[src/rtl/med_pkg.sv]
// Shared types and constants for the medicine-schedule table controller.
package med_pkg;

  localparam int unsigned MED_ID_W   = 4;
  localparam int unsigned MED_FREQ_W = 4;

  typedef enum logic {
    IDLE  = 1'b0,
    SWEEP = 1'b1
  } state_e;

  localparam logic WR_STORE  = 1'b0;
  localparam logic WR_DELETE = 1'b1;

endpackage

[src/rtl/med_table_mem.sv]
// Valid-bit vector plus frequency array: one write port, asynchronous reads,
// and a per-entry clear port used by the table sweep.
module med_table_mem
  import med_pkg::*;
#(
  parameter int unsigned ID_W   = MED_ID_W,
  parameter int unsigned FREQ_W = MED_FREQ_W
) (
  input  logic              Clk,
  input  logic              Rst,
  input  logic              Wr_En,
  input  logic              Wr_Del,
  input  logic [ID_W-1:0]   Wr_ID,
  input  logic [FREQ_W-1:0] Wr_Freq,
  input  logic              Clr_En,
  input  logic [ID_W-1:0]   Clr_ID,
  input  logic [ID_W-1:0]   Rd_ID,
  output logic              Rd_Vld_c,
  output logic [FREQ_W-1:0] Rd_Freq_c,
  output logic              Wr_Vld_c
);

  localparam int unsigned DEPTH = 2 ** ID_W;

  logic [DEPTH-1:0]  valid_q;
  logic [FREQ_W-1:0] freq_q [DEPTH];

  // Clear and write never coincide: writes are blocked while sweeping.
  always_ff @(posedge Clk) begin
    if (Rst) begin
      valid_q <= '0;
    end else begin
      if (Clr_En) valid_q[Clr_ID] <= 1'b0;
      if (Wr_En)  valid_q[Wr_ID]  <= (Wr_Del == WR_STORE);
    end
  end

  // Frequency storage is deliberately left out of reset.
  always_ff @(posedge Clk) begin
    if (Wr_En && (Wr_Del == WR_STORE)) freq_q[Wr_ID] <= Wr_Freq;
  end

  assign Rd_Vld_c  = valid_q[Rd_ID];
  assign Rd_Freq_c = freq_q[Rd_ID];
  assign Wr_Vld_c  = valid_q[Wr_ID];

endmodule

[src/rtl/med_table_ctrl.sv]
// Medicine-schedule table controller: write/delete and read ports, occupancy
// count and swept clear. Define MED_TABLE_RD_BYPASS_EN for same-ID write-to-read bypass.
module med_table_ctrl
  import med_pkg::*;
#(
  parameter int unsigned ID_W   = MED_ID_W,
  parameter int unsigned FREQ_W = MED_FREQ_W,
  parameter int unsigned CNT_W  = ID_W + 1
) (
  input  logic              Clk,
  input  logic              Rst,
  input  logic              Wr_En,
  input  logic              Wr_Del,
  input  logic [ID_W-1:0]   Wr_ID,
  input  logic [FREQ_W-1:0] Wr_Freq,
  input  logic              Rd_En,
  input  logic [ID_W-1:0]   Rd_ID,
  output logic              Rd_Valid,
  output logic              Rd_Hit,
  output logic [FREQ_W-1:0] Rd_Freq,
  output logic [ID_W-1:0]   Rd_ID_Out,
  input  logic              Clr_Req,
  output logic              Busy,
  output logic [CNT_W-1:0]  Entry_Count,
  output logic              Full
);

  localparam int unsigned       DEPTH   = 2 ** ID_W;
  localparam logic [ID_W-1:0]   LAST_ID = ID_W'(DEPTH - 1);
  localparam logic [CNT_W-1:0]  FULL_CNT = CNT_W'(DEPTH);

  state_e            state;
  logic [ID_W-1:0]   sweep_ptr;
  logic              open_c, wr_acc_c, rd_acc_c, sweep_c;
  logic              wr_vld_c, rd_vld_c;
  logic [FREQ_W-1:0] rd_freq_c;
  logic              hit_c;
  logic [FREQ_W-1:0] freq_c;
  logic [CNT_W-1:0]  cnt_inc_c;

  // Ports are only serviced in IDLE and not in the cycle a clear is accepted.
  assign open_c    = (state == IDLE) && !Clr_Req;
  assign wr_acc_c  = open_c && Wr_En;
  assign rd_acc_c  = open_c && Rd_En;
  assign sweep_c   = (state == SWEEP);
  assign cnt_inc_c = Entry_Count + CNT_W'(1);

  med_table_mem #(
    .ID_W   (ID_W),
    .FREQ_W (FREQ_W)
  ) u_mem (
    .Clk       (Clk),
    .Rst       (Rst),
    .Wr_En     (wr_acc_c),
    .Wr_Del    (Wr_Del),
    .Wr_ID     (Wr_ID),
    .Wr_Freq   (Wr_Freq),
    .Clr_En    (sweep_c),
    .Clr_ID    (sweep_ptr),
    .Rd_ID     (Rd_ID),
    .Rd_Vld_c  (rd_vld_c),
    .Rd_Freq_c (rd_freq_c),
    .Wr_Vld_c  (wr_vld_c)
  );

  // Lookup result; optionally forwards a same-cycle write to the same ID.
  always_comb begin
    hit_c  = rd_vld_c;
    freq_c = rd_vld_c ? rd_freq_c : '0;
`ifdef MED_TABLE_RD_BYPASS_EN
    if (wr_acc_c && (Wr_ID == Rd_ID)) begin
      hit_c  = (Wr_Del == WR_STORE);
      freq_c = (Wr_Del == WR_STORE) ? Wr_Freq : '0;
    end
`endif
  end

  always_ff @(posedge Clk) begin
    if (Rst) begin
      state       <= IDLE;
      sweep_ptr   <= '0;
      Busy        <= 1'b0;
      Entry_Count <= '0;
      Full        <= 1'b0;
      Rd_Valid    <= 1'b0;
      Rd_Hit      <= 1'b0;
      Rd_Freq     <= '0;
      Rd_ID_Out   <= '0;
    end else begin
      Rd_Valid <= rd_acc_c;
      if (rd_acc_c) begin
        Rd_Hit    <= hit_c;
        Rd_Freq   <= freq_c;
        Rd_ID_Out <= Rd_ID;
      end

      case (state)
        IDLE: begin
          if (Clr_Req) begin
            state     <= SWEEP;
            sweep_ptr <= '0;
            Busy      <= 1'b1;
          end else if (wr_acc_c) begin
            // Count tracks valid-bit transitions only.
            if ((Wr_Del == WR_STORE) && !wr_vld_c) begin
              Entry_Count <= cnt_inc_c;
              Full        <= (cnt_inc_c == FULL_CNT);
            end else if ((Wr_Del == WR_DELETE) && wr_vld_c) begin
              Entry_Count <= Entry_Count - CNT_W'(1);
              Full        <= 1'b0;
            end
          end
        end
        SWEEP: begin
          if (sweep_ptr == LAST_ID) begin
            state       <= IDLE;
            Busy        <= 1'b0;
            Entry_Count <= '0;
            Full        <= 1'b0;
          end else begin
            sweep_ptr <= sweep_ptr + ID_W'(1);
          end
        end
        default: state <= IDLE;
      endcase
    end
  end

endmodule

[config.mk]
export PLATFORM = sky130hd
export DESIGN_NAME = med_table_ctrl
export DESIGN_NICKNAME = d
export VERILOG_FILES = /design/src/rtl/med_pkg.sv /design/src/rtl/med_table_mem.sv /design/src/rtl/med_table_ctrl.sv
export SDC_FILE = /design/constraint.sdc
export NUM_CORES = 1
export LEC_CHECK = 0
export BUFFER_PORTS_ARGS = -buffer_cell sky130_fd_sc_hd__buf_2
export CORE_AREA = 4 4 93 95
export DETAILED_ROUTE_END_ITERATION = 16
export DIE_AREA = 0 0 97 99
export PLACE_DENSITY = 0.76
export SLEW_MARGIN = 20
export SYNTH_ARGS = -nofsm -noshare
export SYNTH_HDL_FRONTEND = slang
export SYNTH_HIERARCHICAL = 1
export SYNTH_SLANG_ARGS = --single-unit
[constraint.sdc]
create_clock -name Clk -period 2.5 [get_ports Clk]
set_input_delay 0 -clock Clk [delete_from_list [all_inputs] [get_ports Clk]]
set_output_delay 0 -clock Clk [all_outputs]
set_load 0.02 [all_outputs]
# --- After elaboration in Yosys (flattened, before gate mapping) ---
# Memories as Yosys holds them, arrays and structs flattened.
# Cells that the tools add are included.
op_classes:
  n_lt_le_gt_ge: 5
  n_addsub: 3
  n_bitwise: 4
  n_eq_ne: 8
  n_reduce_logical: 13
  mux: 35
op_table:
  columns: ["operator", "count"]
  rows:
  - ["$mux W16", 3]
  - ["$mux W5", 5]
  - ["$and A16 B16 Y16", 1]
  - ["$bwmux W16", 1]
  - ["$not A16 Y16", 1]
  - ["$lt A4 B5 Y1 const B", 3]
  - ["$mux W1", 14]
  - ["$mux W4", 3]
  - ["$pmux W5 S2", 1]
  - ["$bmux W1 S4", 2]
  - ["$demux W1 S4", 2]
  - ["$ge A4 B1 Y1 const B", 2]
  - ["$logic_and A1 B1 Y1", 8]
  - ["$pmux W4 S2", 1]
  - ["$ne A2 B2 Y1 const B", 3]
  - ["$pmux W1 S2", 3]
  - ["$add A5 B1 Y5 const B", 1]
  - ["$eq A5 B5 Y1 const B", 1]
  - ["$sub A5 B1 Y5 const B", 1]
  - ["$add A4 B1 Y4 const B", 1]
  - ["$eq A4 B4 Y1 const B", 1]
  - ["$ne A2 B1 Y1 const B", 2]
  - ["$reduce_and A2 Y1", 2]
  - ["$reduce_and A4 Y1", 1]
  - ["other kinds (3)", 5]
word_totals:
  input_bits: 18
  word_cells: 79
  out_inout_bits: 17
  mem_count: 1
  mem_bits_rw: 64
  register_bits: 38
memory_table:
  columns: ["memory", "depth", "word_bits", "read_ports", "rd_clocked_by_memory_dff", "wr", "line", "text"]
  rows:
  - ["u_mem.freq_q", 16, 4, 1, 0, 1, "med_table_mem.sv:26", "logic [FREQ_W-1:0] freq_q [DEPTH];"]

# --- Logic depth before layout (Yosys ltp) ---
# Gate-level depths: netlist of the first run.
depth:
  word_depth: 10
  ltp_mapped: 8
  depth_no_buf: 7

# --- By module ---
# The synthesis of the first run kept the hierarchy.
by_module_without_submodules:
  columns: ["mod", "instances", "cells_per_inst", "seq_area_each_um2", "area_each_um2"]
  rows:
  - ["med_table_mem", 1, 228, 2242.2, 3505.9]
  - ["med_table_ctrl", 1, 126, 440.4, 1056.0]

# --- Worst setup path after synthesis of the first run ---
# Ideal clock, no wire load.
synth_path:
  kind: "reg-to-reg"
  startpoint: "register state"
  endpoint: "memory u_mem/freq_q[12][0] (netlist bit), enable pin"
  slack_ps: 354
  n_path_buf: 1
  synth_period_minus_slack_ps: 2146
  stages_incl_launch_ff: 7
  required_time_ps: 2196
  arrival_ps: 1842
  setup_ps: 304
  path_cell_list: "dfxtp_1 buf_6 or3b_4 clkinv_4 or3b_4 or3_1 inv_1"
synth_between:
  elab_chain_len: 6
synth_lines:
  columns: ["element", "line", "text"]
  rows:
  - ["from (decl)", "med_table_ctrl.sv:32", "state_e state;"]
  - ["from (signal assigned)", "med_table_ctrl.sv:80", "state <= IDLE;"]
  - ["from (signal assigned)", "med_table_ctrl.sv:100", "state <= SWEEP;"]
  - ["from (signal assigned)", "med_table_ctrl.sv:116", "state <= IDLE;"]
  - ["$not A1 Y1", null, null]
  - ["$logic_and A1 B1 Y1", "med_table_ctrl.sv:42", "assign open_c = (state == IDLE) && !Clr_Req;"]
  - ["$logic_and A1 B1 Y1", "med_table_ctrl.sv:43", "assign wr_acc_c = open_c && Wr_En;"]
  - ["named net wr_acc_c", "med_table_ctrl.sv:34", "logic open_c, wr_acc_c, rd_acc_c, sweep_c;"]
  - ["$logic_and A1 B1 Y1", "med_table_mem.sv:40", "if (Wr_En && (Wr_Del == WR_STORE)) freq_q[Wr_ID] <= Wr_Freq;"]
  - ["$mux W1", "med_table_mem.sv:40", null]
  - ["$mux W1 (implied by the code)", "med_table_mem.sv:40", null]
  - ["to (decl)", "med_table_mem.sv:26", null]
# The timed path passes the listed nets, and every way through them passes these cells.

# --- Worst setup path after layout of the first run ---
layout_path:
  startpoint: "register u_mem.valid_q[5]"
  endpoint: "register Entry_Count[3]"
layout_between:
  elab_chain_len: 8
  elab_cells_between_ends: 11
  classes_between: "1 x eq/ne; 6 x mux; 4 x reduce/logical"
layout_lines:
  columns: ["element", "line", "text"]
  rows:
  - ["from (decl)", "med_table_mem.sv:25", "logic [DEPTH-1:0] valid_q;"]
  - ["from (signal, indexed assignment)", "med_table_mem.sv:34", "if (Wr_En) valid_q[Wr_ID] <= (Wr_Del == WR_STORE);"]
  - ["$bmux W1 S4 (*)", "med_table_mem.sv:45", "assign Wr_Vld_c = valid_q[Wr_ID];"]
  - ["$mux W1 (implied by the code) (*)", "med_table_mem.sv:45", null]
  - ["named net wr_vld_c", "med_table_ctrl.sv:35", "logic wr_vld_c, rd_vld_c;"]
  - ["$logic_not A1 Y1", "med_table_ctrl.sv:105", "if ((Wr_Del == WR_STORE) && !wr_vld_c) begin"]
  - ["$logic_and A1 B1 Y1", "med_table_ctrl.sv:105", null]
  - ["$mux W5", "med_table_ctrl.sv:105", null]
  - ["$mux W5", "med_table_ctrl.sv:103", "end else if (wr_acc_c) begin"]
  - ["$mux W5", "med_table_ctrl.sv:99", "if (Clr_Req) begin"]
  - ["$pmux W5 S2", "med_table_ctrl.sv:97", "case (state)"]
  - ["to (signal assigned)", "med_table_ctrl.sv:106", "Entry_Count <= cnt_inc_c;"]
  - ["to (signal assigned)", "med_table_ctrl.sv:109", "Entry_Count <= Entry_Count - CNT_W'(1);"]
  - ["to (decl)", "med_table_ctrl.sv:24", "output logic [CNT_W-1:0] Entry_Count,"]
# The timed path passes the listed nets; every way through them passes the cells marked *. The select of a mux whose other input is x is not followed.
# A chain may end at the register's enable or synchronous reset.

==> results of run 1 <==
==> cells in the mapped netlist, drive strengths merged (4+ instances only) <==
| master | instances | area share (%) |
|---|---|---|
| inv | 20 | 1.6 |
| nand3b | 5 | 0.82 |
| nand2b | 7 | 0.96 |
| buf | 7 | 0.99 |
| nand2 | 37 | 3.2 |
| ha | 4 | 1.1 |
| mux4 | 24 | 12 |
| a21oi | 33 | 3.6 |
| clkbuf | 6 | 0.49 |
| dfxtp | 38 | 17 |
| nor3b | 6 | 0.99 |
| edfxtp | 64 | 42 |
| nor2 | 11 | 0.91 |
| nand3 | 20 | 2.2 |
| o221ai | 16 | 3.1 |
| nor3 | 5 | 0.55 |
| or3 | 6 | 0.82 |
| a22oi | 6 | 0.99 |
==> cells by family after synthesis <==
kind of cell	after synthesis
compound gates	68
xor+xnor	5
fa+ha+maj	4
buf+inv	34
flops	102
mux	26
simple gates	115
==> worst max path at each step <==
stage	slack, ps	endpoint	cells after the start	start
2_1_floorplan	350	u_mem/freq_q[12][0]	6	state
3_3_place_gp	340	Entry_Count[3]	8	Wr_ID[0]
3_5_place_dp	240	Entry_Count[3]	8	Wr_ID[0]
4_1_cts	260	Entry_Count[3]	7	u_mem/valid_q[5]
5_1_grt	100	Entry_Count[3]	7	u_mem/valid_q[5]
6_report	220	Entry_Count[3]	7	u_mem/valid_q[5]
==> sequential cells by signal, summed over array words and instances (netlist names) <==
name,count
Busy,1
Entry_Count,5
Full,1
Rd_Freq,4
Rd_Hit,1
Rd_ID_Out,4
Rd_Valid,1
state,1
sweep_ptr,4
u_mem/freq_q,64
u_mem/valid_q,16
==> layer usage <==
metal	vias up	routed length, um	global-route usage (%)
li1	1445	-	-
met3	12	612	4.60
met2	122	4670	32.0
met4	0	146	7.24
met1	1526	3990	26.9
met5	-	0	0
==> critical path, delay by kind of cell (launching register included) <==
family             cells  cell delay [ps]
DFF                    1              340
muxes                  2              820
AOI/OAI and AO/OA      1              120
and+or+nand+nor        4              860
==> cells in the final DEF, fill, tap and decap left out, types with 3 or more instances in the layout <==
cell type | netlist | routed
sky130_fd_sc_hd__buf_4 | 0 | 4
sky130_fd_sc_hd__nor2_1 | 11 | 11
sky130_fd_sc_hd__nand3b_1 | 5 | 5
sky130_fd_sc_hd__o221ai_1 | 16 | 16
sky130_fd_sc_hd__nand2_1 | 36 | 36
sky130_fd_sc_hd__mux4_2 | 20 | 20
sky130_fd_sc_hd__a22oi_1 | 6 | 6
sky130_fd_sc_hd__mux4_1 | 4 | 4
sky130_fd_sc_hd__nand4_1 | 3 | 3
sky130_fd_sc_hd__or2_2 | 3 | 3
sky130_fd_sc_hd__nor3_1 | 5 | 5
sky130_fd_sc_hd__dfxtp_1 | 38 | 38
sky130_fd_sc_hd__or3_1 | 6 | 6
sky130_fd_sc_hd__clkbuf_8 | 0 | 9
sky130_fd_sc_hd__nand3_1 | 20 | 20
sky130_fd_sc_hd__ha_1 | 4 | 4
sky130_fd_sc_hd__xor2_1 | 3 | 3
sky130_fd_sc_hd__nor3b_1 | 6 | 6
sky130_fd_sc_hd__nand2b_1 | 7 | 7
sky130_fd_sc_hd__clkinv_4 | 1 | 4
sky130_fd_sc_hd__a21oi_1 | 33 | 33
sky130_fd_sc_hd__buf_2 | 3 | 34
sky130_fd_sc_hd__edfxtp_1 | 64 | 64
sky130_fd_sc_hd__inv_1 | 20 | 20
==> through the flow <==
stage | setup WS, ps | instances | hold slack (ps) | power, uW | instance area, sq um
after floorplan | 354 | 354 | 98.9 | 2000 | 4560
after global placement | 340 | 481 | 343 | 2070 | 4820
final | 216 | 499 | 25.7 | 2980 | 5020
after global routing | 101 | 499 | 16.0 | 3100 | 5020
after CTS | 258 | 499 | 10.9 | 3010 | 5020
after detailed placement | 242 | 481 | 360 | 2080 | 4820
==> power by group <==
group	switching, uW	internal [uW]
combinational	145	88.2
clock	562	376
sequential	11.9	1800
==> layout make-up <==
cell class,count,area [sq um]
well taps,102,128
multi-input cells,218,1730
clock inverters,7,57.6
clock buffers,9,124
inverters,21,83.8
repair buffers,40,220
fillers,582,2700
flip-flops and latches,102,2680
==> results.cfg, run 1 <==
[synthesis]
xor_xnor_cell_area_share_of_the_yosys_netlist_pct = 0.960
post_synth_and_or_nand_nor_area_fraction_pct = 13.5
async_flop_share_pct = 0
synthesis.nets = 376
netlist_area_sq_mm = 0.00456
synthCells = 354
post_synth_fa_ha_maj_area_fraction_pct = 1.10
part_of_the_yosys_area_used_for_sequential_elements_pct = 58.8
synth_warnings = 6
synth-edff-count = 64
synth-compound-area-share_pct = 9.65
post_synthesis_mux_area_share_pct = 12.6
syn_area_per_cell_sq_um = 12.9
netlist-cell-type-count = 47
ys_dominant_reg_cell = sky130_fd_sc_hd__edfxtp_1
synth_top_family_by_area = simple AND/OR/NAND/NOR gates
ys_ff_latch = 102

[placement]
port-buffer-count = 34
detailed_place_hpwl_mm = 6.74
finalWeightedCongestion = 0.878

[sta]
setup-violations-final = 0
clock-skew-final_ps = 10.7
slew_headroom_pct = 54.9
setup_tns_ps = 0
final_period_minus_worst_setup_slack_ps = 2280
final-max-slew-violation-count = 0
grt_setup_unrepaired = no
finalCritPeriodShare_pct = 91.4
fmax_mhz = 438
timing_worst_slew_pin_value_ps = 677
finalHoldViolCount = 0

[clocking]
clock_latency_ps = 360
cts-root-buf = sky130_fd_sc_hd__clkbuf_8
cts_buffer_depth = 2
clock_sink_count = 102
cts_buffers = 9
ctsHtreeMaxLevel = 3
tritoncts = yes
post-cts-setup-buffer-count = 0
post_cts.resized_instances = 0
hold_buf_cts = 2
clkTransAtPathRegs_ps = 100

[drt]
initialDrtViolationCount = 257
routed_wire_length_per_instance_um = 18.9
wl_mm = 9.42
dr_total_vias = 3105
detail_route.vias_per_cell = 6.22
drc = 0
drt_first_pass_iters = 5
drt.antenna.violating_nets = 0

[pwr]
vdd_drop_max_mv = 0.336
power.density_mw_per_mm2 = 593
cell_leakage_power_uw = 0.00185

[worst_hold_path]
hold_class = in -> reg
worst_min_delay_path_endpoint = u_mem/freq_q[7][1]
min_from = Wr_Freq[1]
worstHoldPathCells = 1

[floorplanning]
placementRows = 32
start_util_pct = 59.0
die_w_um = 97
die-height_um = 99
core_region_area_sq_mm = 0.00773
ios = 35
floorplan.die_area_sq_mm = 0.00960

[finish]
final_core_utilization_pct = 65.0
post_route_cells_drive_above_1_share_pct = 21.7
design.final.nets = 414
area_growth_syn_to_layout_pct = 10.1
antennaDiodeCount = 0

[outcome]
result_of_the_run = finished clean

[setup_path]
largest_fanout_of_any_net_on_the_critical_path = 6
rr_startpoint = u_mem/valid_q[5]
reg2reg_depth = 7
critical_path.cell_chain = mux4_1, nand2b_1, nand4_1, nor2_1, mux2i_1, o211ai_1, nor3b_1
timing.critical_path.required_ps = 2730
timing.critical_path.to_type = register
critical-path-slowest-cell = sky130_fd_sc_hd__mux4_1
rr_endpoint = Entry_Count[3]
critical_path_class = reg -> reg
worstPathArrival_ps = 2510
reg2reg_slack_ps = 220
timing.critical_path.slowest_cell_delay_ps = 520
critical_path.startpoint_type = register

[global_route]
wire_length_of_the_first_global_routing_pass_mm = 15.1
grt-ovfl-total = 0
vias_in_the_first_global_route = 2918
grt_max_degree = 39
antenna_found_initial = 0
globalRouteTotalUtil_pct = 20.0

[job]
drv_cap = 0
(Power assumes the default switching activity.)
==> run 2, diff against run 1 <==
Settings changed: ABC_AREA set to 1, CORE_AREA 4 4 93 95 to 4 4 99 101, DIE_AREA 0 0 97 99 to 0 0 103 105, PLACE_DENSITY 0.76 to 0.75.
==> results.cfg, run 2 <==
[outcome]
result_of_the_run = finished clean

[synthesis]
synth.top_cells.by_count = sky130_fd_sc_hd__nand2_1 (219), sky130_fd_sc_hd__nand3_1 (113), sky130_fd_sc_hd__inv_1 (109)
netlist_area_sq_mm = 0.00516
yosys.area.top_type = sky130_fd_sc_hd__edfxtp_1
synth-edff-count = 64
ys_dominant_reg_cell = sky130_fd_sc_hd__edfxtp_1
part_of_the_yosys_area_used_for_sequential_elements_pct = 51.9
most_frequently_used_cell_type_in_the_post_synthesis_netlist = sky130_fd_sc_hd__nand2_1
synthCells = 670
leading_cell_types_by_total_area_after_synthesis = sky130_fd_sc_hd__edfxtp_1 (37%), sky130_fd_sc_hd__nand2_1 (16%), sky130_fd_sc_hd__dfxtp_1 (15%), sky130_fd_sc_hd__nand3_1 (11%), sky130_fd_sc_hd__inv_1 (7.9%)
synthesis.nets = 692
synth_warnings = 6
syn_area_per_cell_sq_um = 7.71
netlist-cell-type-count = 28
ys_ff_latch = 102
async_flop_share_pct = 0
synth.top_cell.area_share_pct = 37.2

[clocking]
cts-root-buf = sky130_fd_sc_hd__clkbuf_8
post-cts-setup-buffer-count = 0
clock_latency_ps = 370
clock_sink_count = 102
post_cts.resized_instances = 0
cts_buffer_depth = 2
hold_buf_cts = 0
cts_buffers = 9
ctsHtreeMaxLevel = 3
tritoncts = yes
clkTransAtPathRegs_ps = 100

[job]
drv_cap = 0

[setup_path]
worstPathArrival_ps = 2130
critical_path_class = reg -> reg
timing.critical_path.required_ps = 2570
critical_path.cell_chain = nor2_2, nand2_1, inv_1, inv_2, nor2_4, nand3_1, inv_1
rr_startpoint = state
critical-path-slowest-cell = sky130_fd_sc_hd__dfxtp_1
critical_path.startpoint_type = register
timing.critical_path.to_type = register
timing.critical_path.slowest_cell_delay_ps = 500
worst-path-buf-inv = 3
timing.critical_path.from = state
crit_top_cell = sky130_fd_sc_hd__inv_1
crit_path_leading_delay_family = simple AND/OR/NAND/NOR gates
largest_fanout_of_any_net_on_the_critical_path = 18

[pwr]
power_frac_seq_pct = 56.1
cell_leakage_power_uw = 0.00257
switchingPower_uw = 784
share_comb_of_total_power_pct = 9.3
internal_power_of_the_cells_uw = 2460
power.switching_fraction_pct = 24.2
power.density_mw_per_mm2 = 580
vdd_drop_max_mv = 0.307
clock_power_share_pct = 34.5

[global_route]
antenna_found_initial = 0
vias_in_the_first_global_route = 4042
wire_length_of_the_first_global_routing_pass_mm = 19.5
grt-ovfl-total = 0
globalRouteTotalUtil_pct = 23.6
grt_max_degree = 42

[worst_hold_path]
min_from = Clr_Req
hold_class = in -> reg

[floorplanning]
start_util_pct = 57.3
ios = 35
core_region_area_sq_mm = 0.00902
die-height_um = 105
die_w_um = 103
placementRows = 35
floorplan.die_area_sq_mm = 0.0108

[sta]
grt_setup_unrepaired = no
clock-skew-final_ps = 9.96
final-max-slew-violation-count = 0
fmax_mhz = 486
setup-violations-final = 0
finalHoldViolCount = 0
finalCritPeriodShare_pct = 82.2
final_period_minus_worst_setup_slack_ps = 2060
timing_worst_slew_pin_value_ps = 668
setup_tns_ps = 0
postLayoutSetupSlackWorst_ps = 444
slew_headroom_pct = 55.5

[finish]
largest_reg_flops = 64
largest_register_by_flop_count = u_mem/freq_q
post_route_cells_drive_above_1_share_pct = 10.4
design.final.nets = 716
area_growth_syn_to_layout_pct = 8.31
final_core_utilization_pct = 62.0
antennaDiodeCount = 0
final_common_cell = sky130_fd_sc_hd__nand2_1
layout_common_cells = sky130_fd_sc_hd__nand2_1 (219), sky130_fd_sc_hd__nand3_1 (113), sky130_fd_sc_hd__inv_1 (109), sky130_fd_sc_hd__edfxtp_1 (64), sky130_fd_sc_hd__dfxtp_1 (38)
largest_registers = u_mem/freq_q x64, u_mem/valid_q x16, Entry_Count x5

[drt]
routedLengthMet1_mm = 4.99
met3_length_um = 927
drt_first_pass_iters = 5
detail_route.vias_per_cell = 5.45
dr_total_vias = 4414
drc = 0
drt.antenna.violating_nets = 0
wl_mm = 12.5
initialDrtViolationCount = 355
route.met2.wl_mm = 6.01
routed_wire_length_per_instance_um = 15.4
routed.top_layer = met4

[placement]
detailed_place_hpwl_mm = 8.85
finalWeightedCongestion = 0.891
post-place-ws_ps = 499
port-buffer-count = 34
## run 2: cell count changes in the layout (fill, tap and decap cells not counted), sizes merged, moves of 5 or more
cell	previous run	this run
nand2b	7	0
nor2	11	42
mux4	24	0
nand3b	5	0
nor3b	6	0
nand2	37	220
o21ai	3	8
o221ai	16	0
inv	22	118
clkbuf	9	14
nand3	20	114
a22oi	6	0
or3	6	0
## run 2: through the flow
stage	instance area, sq um	power (uW)	hold WS (ps)	cells
floorplan	5160	2060	69.1	670
global placement	5360	2160	386	794
detailed placement	5360	2160	392	794
CTS	5590	3270	6.04	810
global route	5590	3390	48.2	810
finish	5590	3240	16.3	810
## run 2: cell type report
class	count	area (sq um)
fill	796	3430
sequential	102	2680
multi-input combinational	427	1910
inverter	118	443
clock buffer	14	216
timing repair buffer	36	185
tap	111	139
clock inverter	2	15.0
## run 2: path summary, 6_finish.rpt
path                        endpoint  depth (start not counted)  slack (ps)
hold reg to reg           Rd_Freq[3]                          2         470
setup reg to reg  u_mem/freq_q[2][0]                          7         440
hold / removal          sweep_ptr[2]                          6          20
setup / recovery  u_mem/freq_q[2][0]                          7         440
## run 2: per-layer routing
layer / vias up / GRT usage, %
li1: 2172 / -
met1: 2037 / 30.5
met2: 170 / 38.1
met3: 35 / 3.60
met4: 0 / 11.7
met5: - / 0
## run 2: power groups by stage
stage / Combinational, uW / Sequential (uW) / Clock (uW)
2_1_floorplan: 191 / 1870 / 0
3_3_place_gp: 297 / 1860 / 0
3_5_place_dp: 301 / 1860 / 0
4_1_cts: 302 / 1820 / 1140
5_1_grt: 338 / 1830 / 1230
6_report: 303 / 1820 / 1120
## run 2: kinds of logic after synthesis
| family | after synthesis | share of synthesized area, % |
|---|---|---|
| AO/OA/AOI/OAI | 40 | 4.09 |
| XOR/XNOR | 2 | 0.339 |
| adder cells (fa/ha/maj) | 4 | 0.969 |
| buffers and inverters | 141 | 11.0 |
| flip-flops | 102 | 51.9 |
| AND/OR/NAND/NOR | 381 | 31.6 |
## run 2: tightest hold or removal path: stages
cell and delay (ps):
sky130_fd_sc_hd__buf_2 100, sky130_fd_sc_hd__nand2_1 50, sky130_fd_sc_hd__inv_1 60, sky130_fd_sc_hd__nor2_1 50
sky130_fd_sc_hd__nand2_1 60, sky130_fd_sc_hd__a31oi_1 30
==> run 3, diff against run 2 <==
Clock period 2.5 ns to 2.13 ns, I/O delays scaled along.
==> results.cfg, run 3 (same netlist as run 2, synthesis figures left out) <==
[sta]
final_period_minus_worst_setup_slack_ps = 1830
final-max-slew-violation-count = 0
fmax_mhz = 545
timing_worst_slew_pin_value_ps = 492
clock-skew-final_ps = 20.3
setup_tns_ps = 0
finalHoldViolCount = 0
setup-violations-final = 0
grt_setup_unrepaired = no
slew_headroom_pct = 67.1
finalCritPeriodShare_pct = 86.1

[clocking]
post_cts.resized_instances = 0
clock_latency_ps = 380
tritoncts = yes
cts_buffer_depth = 2
cts-root-buf = sky130_fd_sc_hd__clkbuf_8
cts_buffers = 9
clock_sink_count = 102
post-cts-setup-buffer-count = 0
clkTransAtPathRegs_ps = 110
hold_buf_cts = 2
ctsHtreeMaxLevel = 3

[pwr]
cell_leakage_power_uw = 0.00258
power.switching_fraction_pct = 25.0
vdd_drop_max_mv = 0.411
share_comb_of_total_power_pct = 10.1
finalPower_uw = 3690
internal_power_of_the_cells_uw = 2770
power_frac_seq_pct = 57.7
power.density_mw_per_mm2 = 658
switchingPower_uw = 924
clock_power_share_pct = 32.2

[global_route]
vias_in_the_first_global_route = 4124
antenna_found_initial = 0
grt-ovfl-total = 0
globalRouteTotalUtil_pct = 23.5
wire_length_of_the_first_global_routing_pass_mm = 19.6
grt_max_degree = 22

[setup_path]
critical_path_class = reg -> reg
critical_path.startpoint_type = register
timing.critical_path.to_type = register
timing.critical_path.required_ps = 2200
worstPathArrival_ps = 1900
largest_fanout_of_any_net_on_the_critical_path = 16

[placement]
detailed_place_hpwl_mm = 8.63
port-buffer-count = 34
finalWeightedCongestion = 1.04

[finish]
layout_common_cells = sky130_fd_sc_hd__nand2_1 (219), sky130_fd_sc_hd__nand3_1 (113), sky130_fd_sc_hd__inv_1 (109), sky130_fd_sc_hd__edfxtp_1 (64), sky130_fd_sc_hd__dfxtp_1 (38)
largest_registers = u_mem/freq_q x64, u_mem/valid_q x16, Entry_Count x5
largest_reg_flops = 64
post_route_cells_drive_above_1_share_pct = 10.9
final_common_cell = sky130_fd_sc_hd__nand2_1
number_of_inserted_filler_cells_in_the_final_layout = 811
design.final.nets = 723
area_growth_syn_to_layout_pct = 8.65
antennaDiodeCount = 0
final_core_utilization_pct = 62.2
largest_register_by_flop_count = u_mem/freq_q

[floorplanning]
die-height_um = 105
floorplan.die_area_sq_mm = 0.0108
die_w_um = 103
placementRows = 35
ios = 35
core_region_area_sq_mm = 0.00902
start_util_pct = 57.3

[worst_hold_path]
hold_class = in -> reg

[drt]
drt_first_pass_iters = 6
routed_wire_length_per_instance_um = 14.6
initialDrtViolationCount = 476
detail_route.vias_per_cell = 5.42
drt.antenna.violating_nets = 0
wl_mm = 11.9
dr_total_vias = 4425
drc = 0

[job]
drv_cap = 0

[outcome]
result_of_the_run = finished clean
==> run 3: path summary, 6_finish.rpt <==
path	to	slack (ps)	startpoint	cells after the start
worst min-delay path	Rd_ID_Out[3]	10	Rd_ID[3]	3
worst min register to register	Rd_Hit	470	Rd_Hit	2
worst max register to register	u_mem/freq_q[5][1]	300	state	7
worst max-delay path	u_mem/freq_q[5][1]	300	state	7
==> run 3: per-stage QoR <==
step	instances	cell area [sq um]	setup WS (ps)	hold slack (ps)
final	817	5610	297	14.0
after global routing	817	5610	118	19.5
after CTS	817	5610	303	0.296
after detailed placement	799	5400	352	353
after global placement	799	5400	428	333
after floorplan	670	5160	557	69.1
==> run 3: cell type report <==
cell class | count | area [sq um] | area share [%]
clock buffers | 11 | 131 | 2.34
clock inverters | 5 | 60.1 | 1.07
inverters | 118 | 443 | 7.89
multi-input cells | 427 | 1910 | 34.1
flip-flops and latches | 102 | 2680 | 47.8
well taps | 111 | 139 | 2.47
repair buffers | 43 | 243 | 4.33
==> run 3: critical path, cell delays in order, from the launching register on <==
cell                      delay (ps)
sky130_fd_sc_hd__dfxtp_1         340
sky130_fd_sc_hd__nor2_2          170
sky130_fd_sc_hd__nand2_1         130
sky130_fd_sc_hd__inv_1            90
sky130_fd_sc_hd__inv_2            70
sky130_fd_sc_hd__nor2_4          320
sky130_fd_sc_hd__nand3_1         210
sky130_fd_sc_hd__inv_1           180
==> run 3: metal layers <==
| layer | share of wire (%) | vias up | track usage (%) | routed length [um] |
|---|---|---|---|---|
| li1 | - | 2179 | - | - |
| met2 | 48 | 190 | 37.8 | 5660 |
| met5 | 0 | - | 0 | 0 |
| met4 | 3.3 | 0 | 9.34 | 391 |
| met1 | 42 | 2023 | 31.4 | 4950 |
| met3 | 7.6 | 33 | 3.67 | 910 |
==> run 3: power groups by stage <==
stage | clock network, uW | logic (uW) | registers, uW
2_1_floorplan | 0 | 224 | 2190
3_3_place_gp | 0 | 356 | 2180
3_5_place_dp | 0 | 361 | 2180
4_1_cts | 1210 | 365 | 2130
5_1_grt | 1320 | 411 | 2140
6_report | 1190 | 371 | 2130
